**src/rtl/dice_pkg.sv**
```systemverilog
// Shared types and constants for the dice-guess round controller.
package dice_pkg;

  typedef enum logic [2:0] {
    IDLE,
    ROLL,
    REVEAL,
    SCORE,
    OVER
  } state_e;

  localparam logic [2:0] LFSR_SEED = 3'b100;
  localparam logic [2:0] DIE_MAX   = 3'd6;
  localparam logic [6:0] SCORE_MAX = 7'd99;

  // Maximal-length 3-bit sequence 4,1,3,7,6,5,2; the all-zero state is unreachable.
  function automatic logic [2:0] lfsr_next(input logic [2:0] s);
    return {s[1:0], s[0] ^ s[2]};
  endfunction

  function automatic logic [3:0] bcd_tens(input logic [6:0] v);
    return 4'(v / 7'd10);
  endfunction

  function automatic logic [3:0] bcd_ones(input logic [6:0] v);
    return 4'(v % 7'd10);
  endfunction

endpackage

```
**src/rtl/btn_sync_edge.sv**
```systemverilog
// Two-flop synchronizer for an asynchronous button level, followed by a
// registered one-clock rising-edge pulse (three clocks after the input rises).
module btn_sync_edge (
  input  logic clk,
  input  logic rst_n,
  input  logic btn_i,
  output logic pulse_o
);

  logic meta_q;
  logic sync_q;
  logic sync_prev_q;
  logic pulse_q;

  // NOTE: flops use non-blocking assignments so each stage samples the pre-edge value of the one before it.
  always_ff @(posedge clk or negedge rst_n) begin
    if (!rst_n) begin
      meta_q      <= 1'b0;
      sync_q      <= 1'b0;
      sync_prev_q <= 1'b0;
      pulse_q     <= 1'b0;
    end else begin
      meta_q      <= btn_i;
      sync_q      <= meta_q;
      sync_prev_q <= sync_q;
      pulse_q     <= sync_q & ~sync_prev_q;
    end
  end

  assign pulse_o = pulse_q;

endmodule

```
**src/rtl/dice_round_ctrl.sv**
```systemverilog
// Round sequencer for the dice-guess game: button edges, game tick, LFSR die,
// roll/reveal/score/game-over FSM and a saturating two-digit score.
module dice_round_ctrl
  import dice_pkg::*;
#(
  parameter int TICK_DIV     = 16777216,
  parameter int REVEAL_TICKS = 4,
  parameter int SCORE_INIT   = 10,
  parameter int WIN_BONUS    = 6,
  parameter int LOSS_PENALTY = 1
) (
  input  logic       clk,
  input  logic       reset,
  input  logic       btn_roll,
  input  logic       btn_guess,
  output logic [2:0] die,
  output logic [2:0] guess,
  output logic [3:0] score_tens,
  output logic [3:0] score_ones,
  output logic       busy,
  output logic       win,
  output logic       game_over
);

  localparam int TW = (TICK_DIV > 1) ? $clog2(TICK_DIV) : 1;
  localparam int RW = $clog2(REVEAL_TICKS + 1);
  localparam logic [TW-1:0] TICK_LAST   = TW'(TICK_DIV - 1);
  localparam logic [RW-1:0] REVEAL_LAST = RW'(REVEAL_TICKS - 1);
  localparam logic [6:0]    SCORE_RST   = 7'(SCORE_INIT);

  logic          roll_edge;
  logic          guess_edge;
  logic          tick;
  state_e        state_q, state_d;
  logic [TW-1:0] tick_cnt_q;
  logic [RW-1:0] reveal_cnt_q, reveal_cnt_d;
  logic [2:0]    lfsr_q;
  logic [2:0]    die_q, die_d;
  logic [2:0]    guess_q, guess_d;
  logic [6:0]    score_q, score_d;
  logic          win_q, win_d;
  logic          busy_q;
  logic          game_over_q;
  logic [7:0]    score_up;
  logic [6:0]    score_win;
  logic [6:0]    score_lose;

  btn_sync_edge u_roll_sync (
    .clk     (clk),
    .rst_n   (reset),
    .btn_i   (btn_roll),
    .pulse_o (roll_edge)
  );

  btn_sync_edge u_guess_sync (
    .clk     (clk),
    .rst_n   (reset),
    .btn_i   (btn_guess),
    .pulse_o (guess_edge)
  );

  assign tick = (tick_cnt_q == TICK_LAST);

  assign score_up   = {1'b0, score_q} + 8'(WIN_BONUS);
  assign score_win  = (score_up > {1'b0, SCORE_MAX}) ? SCORE_MAX : score_up[6:0];
  assign score_lose = (score_q > 7'(LOSS_PENALTY)) ? score_q - 7'(LOSS_PENALTY) : '0;

  // NOTE: every variable gets its hold value first so no path through the case infers a latch.
  always_comb begin
    state_d      = state_q;
    die_d        = die_q;
    guess_d      = guess_q;
    score_d      = score_q;
    win_d        = win_q;
    reveal_cnt_d = reveal_cnt_q;
    case (state_q)
      IDLE: begin
        if (roll_edge) begin
          state_d = ROLL;
          die_d   = '0;
        end else if (guess_edge) begin
          guess_d = (guess_q == DIE_MAX) ? 3'd1 : guess_q + 3'd1;
        end
      end
      ROLL: begin
        // A tick landing on 7 is not a valid face; keep rolling until the next tick.
        if (tick && lfsr_q != 3'd7) begin
          die_d        = lfsr_q;
          reveal_cnt_d = '0;
          state_d      = REVEAL;
        end
      end
      REVEAL: begin
        if (tick) begin
          if (reveal_cnt_q == REVEAL_LAST) state_d = SCORE;
          else                             reveal_cnt_d = reveal_cnt_q + 1'b1;
        end
      end
      SCORE: begin
        if (die_q == guess_q) begin
          score_d = score_win;
          win_d   = 1'b1;
        end else begin
          score_d = score_lose;
          win_d   = 1'b0;
        end
        state_d = (score_d == '0) ? OVER : IDLE;
      end
      OVER: begin
        if (roll_edge) begin
          score_d = SCORE_RST;
          guess_d = 3'd1;
          die_d   = '0;
          win_d   = 1'b0;
          state_d = IDLE;
        end
      end
      default: state_d = IDLE;
    endcase
  end

  always_ff @(posedge clk or negedge reset) begin
    if (!reset) begin
      tick_cnt_q <= '0;
      lfsr_q     <= LFSR_SEED;
    end else begin
      tick_cnt_q <= tick ? '0 : tick_cnt_q + 1'b1;
      lfsr_q     <= (state_q == ROLL) ? lfsr_next(lfsr_q) : lfsr_q;
    end
  end

  // busy/game_over are registered from the next state so they line up with state_q.
  always_ff @(posedge clk or negedge reset) begin
    if (!reset) begin
      state_q      <= IDLE;
      die_q        <= '0;
      guess_q      <= 3'd1;
      score_q      <= SCORE_RST;
      win_q        <= 1'b0;
      reveal_cnt_q <= '0;
      busy_q       <= 1'b0;
      game_over_q  <= 1'b0;
    end else begin
      state_q      <= state_d;
      die_q        <= die_d;
      guess_q      <= guess_d;
      score_q      <= score_d;
      win_q        <= win_d;
      reveal_cnt_q <= reveal_cnt_d;
      busy_q       <= state_d inside {ROLL, REVEAL, SCORE};
      game_over_q  <= (state_d == OVER);
    end
  end

  assign die        = die_q;
  assign guess      = guess_q;
  assign score_tens = bcd_tens(score_q);
  assign score_ones = bcd_ones(score_q);
  assign busy       = busy_q;
  assign win        = win_q;
  assign game_over  = game_over_q;

endmodule

```
**config.mk**
```make
export PLATFORM = sky130hd
export DESIGN_NAME = dice_round_ctrl
export DESIGN_NICKNAME = d
export VERILOG_FILES = /design/src/rtl/dice_pkg.sv /design/src/rtl/btn_sync_edge.sv /design/src/rtl/dice_round_ctrl.sv
export SDC_FILE = /design/constraint.sdc
export NUM_CORES = 1
export LEC_CHECK = 0
export ABC_AREA = 0
export BUFFER_PORTS_ARGS = -buffer_cell sky130_fd_sc_hd__buf_2
export CORE_MARGIN = 2
export CORE_UTILIZATION = 50
export CTS_CLUSTER_DIAMETER = 80
export DETAILED_ROUTE_END_ITERATION = 10
export PLACE_DENSITY = 0.75
export SLEW_MARGIN = 5
export SYNTH_ARGS = -nofsm -noshare
export SYNTH_HDL_FRONTEND = slang
export SYNTH_SLANG_ARGS = --single-unit
```
**constraint.sdc**
```tcl
create_clock -name clk -period 6 [get_ports clk]
set_input_delay 0.6 -clock clk [delete_from_list [all_inputs] [get_ports clk]]
set_output_delay 0.6 -clock clk [all_outputs]
set_load 0.005 [all_outputs]
```
==> impl_metrics.ini <==
[run_status]
status = complete, no violations

[layout]
layout_commonest_cell = dfrtp_1
layout.cells.non_filler = 443
most-common-layout-cells = dfrtp_1 (53), nor2_1 (31), nand2_1 (26), xnor2_1 (22), buf_2 (20)
antenna_cells = 0
nNetsFinal = 376
drive_above_1_share = 0.145
area_growth_pct = 10.7

[yosys]
synth_area_per_cell_sq_um = 9.54
yosysWarnings = 0
ys_seq_elements = 57
netlist_instances = 344
synth_compound_area_frac = 0.170
synth_adder_area_share = 0.0420
synth_cell_type_count = 64
synth-xor-area-share = 0.0828
synth_top_family_by_area = simple AND/OR/NAND/NOR gates
synth-async-reset-ratio = 1.00
synth_fp_nets = 359
synth_area_sq_mm = 0.00328
synth-simple-area-share = 0.216
synthMuxAreaShare = 0.0195
synth_edf_count = 0
yosysSeqAreaShare = 0.436
synthFlopType = dfrtp_1

[hold_path]
hp-class = flip-flop to flip-flop

[timing]
worst_slew_pin_slew_ps = 768
min_period_ps = 3500
slew_viol_final = 0
hold_viol_final = 0
finalSetupTns_ps = 0
fin_skew_ps = 11.7
rsz0062_at_grt = no
fmax_mhz = 286
layout_setup_ws_ps = 2500
relSlewSlack = 0.486
setup_viol = 0
min_period_over_period = 0.583

[critical_path]
crit_chain = or4_1 -> o31a_1 -> a21o_1 -> and2_1 -> ha_1 -> inv_1 -> a31oi_1 -> o21ai_1 -> xnor2_1 -> buf_2
r2r_start = tick_cnt_q[0]$_DFF_PN0_
start_kind = flip-flop
path_max_fanout = 25
slowest_stage = dfrtp_1
crit_arrival_ps = 2900
critical_path_class = flip-flop to output port
startpoint = score_q[5]$_DFFE_PN0P_
crit_path_end = score_ones[1]
cpPeakStageDelay_ps = 630
r2r_cells = 7
r2r_end = state_q[0]$_DFF_PN0_
ff2ff_setup_slack_ps = 2970
crit_cells = 10
required_ps = 5400
worstPathBufferInverterCount = 2
end_kind = output port
crit_family = simple AND/OR/NAND/NOR gates

[power]
ir_worst_vdd_mv = 0.183
total_leakage_power_uw = 0.00159
power_density_mw_per_mm2 = 252

[floorplan]
initial_core_util = 0.517
dieArea_sq_mm = 0.00723
core-area_sq_mm = 0.00635
die_w_microns = 85
ios = 21
die_h_microns = 85
placementRows = 29

[placed_design]
numPortBuffers = 20
placedCellCount = 427
dp_slack_ps = 2860
gp_congestion = 0.850
dp_hpwl_mm = 4.39

[global_routing]
use_met2 = 0.327
grt.total_usage = 0.194
top_usage_layer = met2
antenna_found_initial = 0
grt_pass1_wl_mm = 11.5
grt_pass1_vias = 2564
met3_usage = 0.0311
gr-total-overflow = 0
use_met1 = 0.248
grt_max_degree = 58

[drt]
finalWirelength_mm = 6.43
dr.pass1.iters = 4
ant_nets = 0
drt-initial-drc-count = 132
drc = 0
vias_per_cell = 5.92
route.vias.total = 2623
wl_per_cell_microns = 14.5

[cts]
cts-root-buf = clkbuf_8
cts_tree = yes
cts_buffer_depth = 2
holdBufCountCts = 0
cts_resized = 0
cts_buffers = 9
cts-htree-levels = 3
clkSinkCount = 57
post_cts_buffers = 0
clkTransAtPathRegs_ps = 60
clkLatencyLatePin_ps = 340

[job]
cap_viol_max_count = 0
flip-flops by register name, summed over array words and instances (netlist names), 3 cells and up:
signal,flops
reveal_cnt_q,3
lfsr_q,3
state_q,3
tick_cnt_q,24
guess,3
die,3
score_q,7
cells by family after synthesis:
logic type,after synthesis
compound gates,80
xor+xnor,31
fa+ha+maj,11
buf+inv,26
flops,57
mux,6
simple gates,133
cells in the mapped netlist, drive strengths merged (9+ instances only):
cell type / instances / area [sq um]
nand2: 26 / 97.6
o21ai: 19 / 98.8
a21oi: 12 / 60.1
dfrtp: 53 / 1330
xor2: 9 / 78.8
nor3: 9 / 50.1
inv: 11 / 41.3
xnor2: 22 / 193
nand3: 15 / 75.1
ha: 11 / 138
nor2: 31 / 116
buf: 9 / 46.3
worst reg2reg max path, delay by kind of cell, from the launching register on:
kind | cells | cell delay (ps)
AO/OA/AOI/OAI | 2 | 550
adder cells (fa/ha/maj) | 1 | 210
AND/OR/NAND/NOR | 4 | 1770
flip-flops | 1 | 390
through the flow:
| step | util | area [sq um] | power, uW | hold WS, ps |
|---|---|---|---|---|
| global route | 0.572 | 3630 | 952 | 360 |
| detailed placement | 0.538 | 3420 | 547 | 347 |
| global placement | 0.538 | 3420 | 545 | 340 |
| floorplan | - | 3280 | 507 | 304 |
| CTS | 0.572 | 3630 | 924 | 360 |
| finish | 0.572 | 3630 | 916 | 362 |
power by group:
| group | switching [uW] | internal (uW) | total (uW) |
|---|---|---|---|
| clock | 152 | 225 | 376 |
| combinational | 74.2 | 47.7 | 122 |
| sequential | 17.0 | 401 | 418 |
| total | 243 | 674 | 916 |
cell type report:
cell class,instances,area (sq um)
fill,544,2720
clock inverter,4,50.0
sequential,57,1430
tap,77,96.3
clock buffer,12,165
timing repair buffer,21,108
multi-input combinational,261,1740
inverter,11,41.3
layer usage:
| layer | up-vias | routed length (microns) |
|---|---|---|
| li1 | 1273 | - |
| met1 | 1280 | 2920 |
| met2 | 59 | 3170 |
| met3 | 11 | 248 |
| met4 | 0 | 89 |
| met5 | - | 0 |
how the worst min path moves through the flow:
stage | from | endpoint | slack (ps) | depth (start not counted)
floorplan | reset | busy$_DFF_PN0_ | 300 | 0
global placement | u_guess_sync.meta_q$_DFF_PN0_ | u_guess_sync.sync_q$_DFF_PN0_ | 340 | 0
detailed placement | u_roll_sync.meta_q$_DFF_PN0_ | u_roll_sync.sync_q$_DFF_PN0_ | 350 | 0
CTS | btn_roll | u_roll_sync.meta_q$_DFF_PN0_ | 360 | 1
global route | btn_guess | u_guess_sync.meta_q$_DFF_PN0_ | 360 | 1
finish | u_guess_sync.meta_q$_DFF_PN0_ | u_guess_sync.sync_q$_DFF_PN0_ | 360 | 0
Power figures use the tool's default switching activity.
